$ cat src/rtl/video_overlay_pkg.sv
// Shared types and display geometry for the pixel-clock overlay stages.
package video_overlay_pkg;

    localparam int HDISP       = 800;
    localparam int VDISP       = 480;
    localparam int CURSOR_SIZE = 16;

    localparam int XW = $clog2(HDISP);
    localparam int YW = $clog2(VDISP);
    localparam int CW = $clog2(CURSOR_SIZE);

    typedef logic [23:0]            rgb_t;
    typedef logic [CURSOR_SIZE-1:0] cursor_row_t;
    typedef enum logic {CUR_SOLID, CUR_INVERT} cursor_mode_t;

    localparam rgb_t RGB_INVERT_MASK = 24'hFF_FFFF;

endpackage

$ cat src/rtl/video_if.sv
// Parallel video stream: sync, active-video flag and 24-bit RGB.
interface video_if;
    import video_overlay_pkg::*;

    logic CLK;
    logic HS;
    logic VS;
    logic BLANK;
    rgb_t RGB;

    // The consumer runs on its own pixel clock, so CLK is not part of its view.
    modport master (output CLK, HS, VS, BLANK, RGB);
    modport slave  (input  HS, VS, BLANK, RGB);

endinterface

$ cat src/rtl/cursor_bitmap.sv
// 16-row cursor bitmap: one write port, one registered read port.
module cursor_bitmap
    import video_overlay_pkg::*;
(
    input  logic          pixel_clk,
    input  logic          pixel_rst,
    input  logic          i_we,
    input  logic [CW-1:0] i_waddr,
    input  cursor_row_t   i_wdata,
    input  logic [CW-1:0] i_raddr,
    output cursor_row_t   o_rdata
);

    cursor_row_t r_rows [CURSOR_SIZE];
    cursor_row_t r_rdata;

    // NOTE: the array is small flops, not RAM, so it takes the async reset;
    // a same-row write and read in one cycle returns the old row.
    always_ff @(posedge pixel_clk or posedge pixel_rst) begin
        if (pixel_rst) begin
            for (int i = 0; i < CURSOR_SIZE; i++) begin
                r_rows[i] <= '0;
            end
            r_rdata <= '0;
        end else begin
            if (i_we) begin
                r_rows[i_waddr] <= i_wdata;
            end
            r_rdata <= r_rows[i_raddr];
        end
    end

    assign o_rdata = r_rdata;

endmodule

$ cat src/rtl/cursor_overlay.sv
// Inserts a 16x16 monochrome hardware cursor into a video stream with a
// fixed two-cycle latency on RGB and all timing signals.
module cursor_overlay
    import video_overlay_pkg::*;
(
    input  logic          pixel_clk,
    input  logic          pixel_rst,
    video_if.slave        video_ifs,
    video_if.master       video_ifm,
    input  logic          cursor_en,
    input  logic          cursor_mode,
    input  logic [XW-1:0] cursor_x,
    input  logic [YW-1:0] cursor_y,
    input  rgb_t          cursor_color,
    input  logic          bm_we,
    input  logic [CW-1:0] bm_addr,
    input  cursor_row_t   bm_data
);

    localparam logic [XW-1:0] X_MAX = XW'(HDISP - 1);
    localparam logic [YW-1:0] Y_MAX = YW'(VDISP - 1);

    logic [XW-1:0] r_x;
    logic [YW-1:0] r_y;
    logic          r_blank_d;

    logic          r_frame_valid;
    logic          r_sh_en;
    cursor_mode_t  r_sh_mode;
    logic [XW-1:0] r_sh_x;
    logic [YW-1:0] r_sh_y;
    rgb_t          r_sh_color;

    logic [XW:0]   w_dx;
    logic [YW:0]   w_dy;
    logic          w_hit;
    cursor_row_t   w_s1_row;

    logic          r_s1_hit;
    logic [CW-1:0] r_s1_dx;
    rgb_t          r_s1_rgb;
    cursor_mode_t  r_s1_mode;
    rgb_t          r_s1_color;
    logic          r_s1_hs;
    logic          r_s1_vs;
    logic          r_s1_blank;

    logic          w_pix_set;
    rgb_t          w_rgb_next;

    logic          r_o_hs;
    logic          r_o_vs;
    logic          r_o_blank;
    rgb_t          r_o_rgb;

    // x counts visible pixels in the line, y counts completed visible lines.
    always_ff @(posedge pixel_clk or posedge pixel_rst) begin
        if (pixel_rst) begin
            r_x       <= '0;
            r_y       <= '0;
            r_blank_d <= 1'b0;
        end else begin
            r_blank_d <= video_ifs.BLANK;
            if (!video_ifs.BLANK) begin
                r_x <= '0;
            end else if (r_x != X_MAX) begin
                r_x <= r_x + XW'(1);
            end
            if (!video_ifs.VS) begin
                r_y <= '0;
            end else if (r_blank_d && !video_ifs.BLANK && r_y != Y_MAX) begin
                r_y <= r_y + YW'(1);
            end
        end
    end

    // Cursor controls only move during vertical sync, so a frame never tears.
    always_ff @(posedge pixel_clk or posedge pixel_rst) begin
        if (pixel_rst) begin
            r_frame_valid <= 1'b0;
            r_sh_en       <= 1'b0;
            r_sh_mode     <= CUR_SOLID;
            r_sh_x        <= '0;
            r_sh_y        <= '0;
            r_sh_color    <= '0;
        end else if (!video_ifs.VS) begin
            r_frame_valid <= 1'b1;
            r_sh_en       <= cursor_en;
            r_sh_mode     <= cursor_mode_t'(cursor_mode);
            r_sh_x        <= cursor_x;
            r_sh_y        <= cursor_y;
            r_sh_color    <= cursor_color;
        end
    end

    // One extra bit turns "left of / above the cursor" into a set MSB.
    assign w_dx  = {1'b0, r_x} - {1'b0, r_sh_x};
    assign w_dy  = {1'b0, r_y} - {1'b0, r_sh_y};
    assign w_hit = video_ifs.BLANK && r_sh_en && r_frame_valid
                   && (w_dx[XW:CW] == '0) && (w_dy[YW:CW] == '0);

    cursor_bitmap u_bitmap (
        .pixel_clk (pixel_clk),
        .pixel_rst (pixel_rst),
        .i_we      (bm_we),
        .i_waddr   (bm_addr),
        .i_wdata   (bm_data),
        .i_raddr   (w_dy[CW-1:0]),
        .o_rdata   (w_s1_row)
    );

    // Stage-1 syncs reset to the idle level so no false pulse follows reset.
    always_ff @(posedge pixel_clk or posedge pixel_rst) begin
        if (pixel_rst) begin
            r_s1_hit   <= 1'b0;
            r_s1_dx    <= '0;
            r_s1_rgb   <= '0;
            r_s1_mode  <= CUR_SOLID;
            r_s1_color <= '0;
            r_s1_hs    <= 1'b1;
            r_s1_vs    <= 1'b1;
            r_s1_blank <= 1'b0;
        end else begin
            r_s1_hit   <= w_hit;
            r_s1_dx    <= w_dx[CW-1:0];
            r_s1_rgb   <= video_ifs.RGB;
            r_s1_mode  <= r_sh_mode;
            r_s1_color <= r_sh_color;
            r_s1_hs    <= video_ifs.HS;
            r_s1_vs    <= video_ifs.VS;
            r_s1_blank <= video_ifs.BLANK;
        end
    end

    // Bit 15 of a row is the leftmost cursor column.
    assign w_pix_set = r_s1_hit & w_s1_row[CW'(CURSOR_SIZE - 1) - r_s1_dx];

    // NOTE: default first so every path assigns w_rgb_next and no latch forms.
    always_comb begin
        w_rgb_next = r_s1_rgb;
        if (w_pix_set) begin
            case (r_s1_mode)
                CUR_SOLID:  w_rgb_next = r_s1_color;
                CUR_INVERT: w_rgb_next = r_s1_rgb ^ RGB_INVERT_MASK;
                default:    w_rgb_next = r_s1_rgb;
            endcase
        end
    end

    always_ff @(posedge pixel_clk or posedge pixel_rst) begin
        if (pixel_rst) begin
            r_o_hs    <= 1'b1;
            r_o_vs    <= 1'b1;
            r_o_blank <= 1'b0;
            r_o_rgb   <= '0;
        end else begin
            r_o_hs    <= r_s1_hs;
            r_o_vs    <= r_s1_vs;
            r_o_blank <= r_s1_blank;
            r_o_rgb   <= w_rgb_next;
        end
    end

    assign video_ifm.CLK   = pixel_clk;
    assign video_ifm.HS    = r_o_hs;
    assign video_ifm.VS    = r_o_vs;
    assign video_ifm.BLANK = r_o_blank;
    assign video_ifm.RGB   = r_o_rgb;

endmodule

$ cat src/flat_wrapper.sv
// flat-port wrapper written by rule: the top's interface ports become plain ports
module cursor_overlay_flat import video_overlay_pkg::*;
  (pixel_clk, pixel_rst, cursor_en, cursor_mode, cursor_x, cursor_y, cursor_color, bm_we, bm_addr, bm_data, video_ifs_HS, video_ifs_VS, video_ifs_BLANK, video_ifs_RGB, video_ifm_CLK, video_ifm_HS, video_ifm_VS, video_ifm_BLANK, video_ifm_RGB);
  video_if video_ifs_i ();
  video_if video_ifm_i ();
  input  logic pixel_clk;
  input  logic pixel_rst;
  input  logic cursor_en;
  input  logic cursor_mode;
  input  logic [XW-1:0] cursor_x;
  input  logic [YW-1:0] cursor_y;
  input  rgb_t cursor_color;
  input  logic bm_we;
  input  logic [CW-1:0] bm_addr;
  input  cursor_row_t bm_data;
  input wire logic [$bits(video_ifs_i.HS)-1:0] video_ifs_HS;
  input wire logic [$bits(video_ifs_i.VS)-1:0] video_ifs_VS;
  input wire logic [$bits(video_ifs_i.BLANK)-1:0] video_ifs_BLANK;
  input wire logic [$bits(video_ifs_i.RGB)-1:0] video_ifs_RGB;
  output wire logic [$bits(video_ifm_i.CLK)-1:0] video_ifm_CLK;
  output wire logic [$bits(video_ifm_i.HS)-1:0] video_ifm_HS;
  output wire logic [$bits(video_ifm_i.VS)-1:0] video_ifm_VS;
  output wire logic [$bits(video_ifm_i.BLANK)-1:0] video_ifm_BLANK;
  output wire logic [$bits(video_ifm_i.RGB)-1:0] video_ifm_RGB;
  assign video_ifs_i.HS = video_ifs_HS;
  assign video_ifs_i.VS = video_ifs_VS;
  assign video_ifs_i.BLANK = video_ifs_BLANK;
  assign video_ifs_i.RGB = video_ifs_RGB;
  assign video_ifm_CLK = video_ifm_i.CLK;
  assign video_ifm_HS = video_ifm_i.HS;
  assign video_ifm_VS = video_ifm_i.VS;
  assign video_ifm_BLANK = video_ifm_i.BLANK;
  assign video_ifm_RGB = video_ifm_i.RGB;
  cursor_overlay u_core (.pixel_clk(pixel_clk), .pixel_rst(pixel_rst), .video_ifs(video_ifs_i), .video_ifm(video_ifm_i), .cursor_en(cursor_en), .cursor_mode(cursor_mode), .cursor_x(cursor_x), .cursor_y(cursor_y), .cursor_color(cursor_color), .bm_we(bm_we), .bm_addr(bm_addr), .bm_data(bm_data));
endmodule
$ cat config.mk
export PLATFORM = sky130hd
export DESIGN_NAME = cursor_overlay_flat
export DESIGN_NICKNAME = d
export VERILOG_FILES = /design/src/rtl/video_overlay_pkg.sv /design/src/rtl/video_if.sv /design/src/rtl/cursor_bitmap.sv /design/src/rtl/cursor_overlay.sv /design/src/flat_wrapper.sv
export SDC_FILE = /design/constraint.sdc
export NUM_CORES = 1
export LEC_CHECK = 0
export ABC_AREA = 1
export BUFFER_PORTS_ARGS = -buffer_cell sky130_fd_sc_hd__buf_2
export CORE_UTILIZATION = 61
export CTS_BUF_LIST = sky130_fd_sc_hd__clkbuf_4 sky130_fd_sc_hd__clkbuf_8
export DETAILED_ROUTE_END_ITERATION = 6
export GPL_TIMING_DRIVEN = 0
export MAX_ROUTING_LAYER = met4
export PLACE_DENSITY = 0.91
export RECOVER_POWER = 25
export SYNTH_ARGS = -nofsm -noshare
export SYNTH_HDL_FRONTEND = slang
export SYNTH_HIERARCHICAL = 1
export SYNTH_SLANG_ARGS = --single-unit
export TNS_END_PERCENT = 50
$ cat constraint.sdc
create_clock -name pixel_clk -period 12.44 [get_ports pixel_clk]
set_clock_uncertainty 0.2 [all_clocks]
set_input_delay 1.244 -clock pixel_clk [delete_from_list [all_inputs] [get_ports pixel_clk]]
set_output_delay 1.244 -clock pixel_clk [all_outputs]
set_load 0.01 [all_outputs]
==> metrics.csv <==
metric,value,unit
via/cell ratio,5.76,
failing checks,"max-capacitance violations, max-slew violations",
syn_nets,2539,
global-route wire length before repair,92900,um
"area leader, netlist",dfrtp_1,
initial antenna violation count,1,
Starting Density,62.7,%
Adder-Cell Fraction of Synth Area,1.56,%
Setup TNS,0,ns
post-route ant nets,0,
largest net degree at the start of global routing,127,
synth-to-layout area growth,13.6,%
CORE AREA,30900,um2
synth top area cells,"dfrtp_1 54%, nand2_1 16%, o21ai_0 8.1%, nand3_1 6.5%, inv_1 6.0%",
max-slew violations,213,
Post CTS Setup Buffer Count,0,
Worst VDD drop,0.103,mV
post-place setup slack,4.55,ns
fillers,2397,
Max-slew headroom,-259,%
Clock Latency Late Sink,0.73,ns
Synth Flop Type,dfrtp_1,
Ys Warns,6,
DIE AREA,32500,um2
post-synthesis instance total,2421,
HP Class,reg2reg,
Post-Synth Simple-Gate Area,24.9,%
count of different cell masters after synthesis,41,
Cell Pwr Density,175,nW/um2
PostCTS Resize Cnt,0,
Post-DP HPWL,41100,um
DR vias,17600,
clk slew on worst S/H paths,0.06,ns
"flops & latches, synth",421,
CTS Hold Bufs,0,
gr usage total,38.6,%
Mapped Area,19400,um2
status,"finished, violations left",
total gr overflow,0,
Worst EP required,11.00,ns
CP endpoint kind,output port,
top-count cell post-synth,nand2_1,
LEAKAGE,11.4,nW
nets@finish,2738,
critical path peak fanout,2,
multiplexer share of the synthesized area,0,%
final number of hold-violating endpoints,0,
setup violators final,0,
Initial DRC Count,2034,
largest family of logic cells by synthesized area,simple AND/OR/NAND/NOR gates,
port bufs,121,
row cnt,64,
area of the multi-input gates,7020,um2
WP data arrival,6.68,ns
post-synthesis compound-gate area fraction,9.33,%
Synth Area per Inst,8.01,um2
vias in the first global route,17100,
layout cells sized above 1,12.8,%
Detailed Route WL,59500,um
"top cells by count, synth","814 x nand2_1, 417 x dfrtp_1, 313 x o21ai_0",
setup slack after layout,4.31,ns
Die Span Y,180,um
RSZ-0062 raised after global routing,no,
Die X,180,um
FF+latch area,10500,um2
area fraction of the dominant cell type after synthesis,53.8,%
number of flops mapped to enable cells by yosys,0,
post-synthesis sequential area ratio,54.4,%
Top Ports,123,
Synth async-reset ratio,100,%
Routability Congestion,1.02,
worst-margin pin slew,5.39,ns
1st-pass router iterations,6,
Max Cap Viol,3,
WL per Instance,19.4,um
startpoint types,clock port,
Post-Synth XOR/XNOR Area,0.406,%
drt drc,0,
Critical Setup Path Class,clk2out,
CTS tree,yes,
==> power by group <==
part | internal, mW | switching (mW)
Clock | 0.715 | 0.567
Combinational | 0.264 | 0.588
Sequential | 1.61 | 0.112
==> area by class of cell <==
type,count,area share [%]
diodes,1,0.0114
plain buffers,141,2.97
clock buffers,107,6.05
clock inverters,18,0.676
inverters,312,5.34
multi-input cells,1547,31.9
flip-flops and latches,421,47.8
well taps,396,2.25
repair buffers,123,2.98
==> per-stage QoR <==
stage | utilization (%) | power, mW | instance area [um2] | hold WS (ns) | instances
after global routing | 71.3 | 4.03 | 22000 | 0.161 | 3065
after CTS | 71.4 | 3.83 | 22100 | 0.163 | 3065
final | 71.3 | 3.85 | 22000 | 0.158 | 3066
after detailed placement | 66.6 | 2.56 | 20600 | 0.155 | 2941
after global placement | 66.3 | 2.53 | 20500 | 0.146 | 2938
after floorplan | - | 2.27 | 19400 | 0.145 | 2421
==> cell families (layout without fill, tap and decap cells) <==
| group | Yosys count | after routing |
|---|---|---|
| AND/OR/NAND/NOR | 1161 | 1161 |
| flip-flops | 421 | 421 |
| XOR/XNOR | 9 | 9 |
| buffers and inverters | 453 | 701 |
| adder cells (fa/ha/maj) | 23 | 23 |
| AO/OA/AOI/OAI | 354 | 354 |
| other | 0 | 1 |
==> placed cells by master (no fill, tap or decap), types with 3 or more instances in the layout <==
master	n
nor2_2	4
clkinvlp_4	4
o21ai_0	313
a21oi_1	15
nor2_1	47
nand4_1	8
nand3_1	253
buf_1	15
a31oi_1	3
nand2_1	814
nand3_2	3
clkinv_2	10
buf_2	160
buf_6	3
inv_1	307
xor2_1	6
dfstp_2	4
or2_2	6
ha_1	21
clkbuf_4	21
nor3_1	6
buf_4	13
o21ai_1	14
clkbuf_8	85
clkbuf_1	71
dfrtp_1	417
o211ai_1	3
xnor2_1	3
nand2_2	10
==> worst max-delay path, stage by stage <==
cell and delay (ns):
clkbuf_8 0.11, clkbuf_8 0.12, buf_4 0.11, buf_2 0.12
==> path summary, 6_finish.rpt <==
path / from / end / slack (ns) / depth (start not counted)
min: u_core/r_s1_hs / u_core/video_ifm.HS / 0.16 / 0
min reg2reg: u_core/r_s1_hs / u_core/video_ifm.HS / 0.16 / 0
max reg2reg: u_core/r_y[0] / u_core/u_bitmap/o_rdata[10] / 9.28 / 10
max: pixel_clk / video_ifm_CLK / 4.31 / 4
max in group asynchronous: pixel_rst / u_core/r_x[8] / 5.41 / 3
min in group asynchronous: pixel_rst / u_core/r_s1_rgb[21] / 0.79 / 2
==> flip-flops by register name, summed over array words and instances (netlist names), 4 cells and up <==
register / cells
u_core/r_s1_color: 24
u_core/r_s1_dx: 4
u_core/r_s1_rgb: 24
u_core/r_sh_color: 24
u_core/r_sh_x: 10
u_core/r_sh_y: 9
u_core/r_x: 10
u_core/r_y: 9
u_core/u_bitmap/o_rdata: 16
u_core/u_bitmap/r_rows: 256
u_core/video_ifm.RGB: 24
==> per-layer routing <==
layer / vias up / share of wire [%] / track usage (%)
met2: 1063 / 45 / 58.0
met1: 8388 / 40 / 50.2
met4: 0 / 4.6 / 18.5
met5: - / 0 / -
li1: 7984 / - / -
met3: 210 / 11 / 8.41
Note: power is estimated with default switching activity, not from simulation.
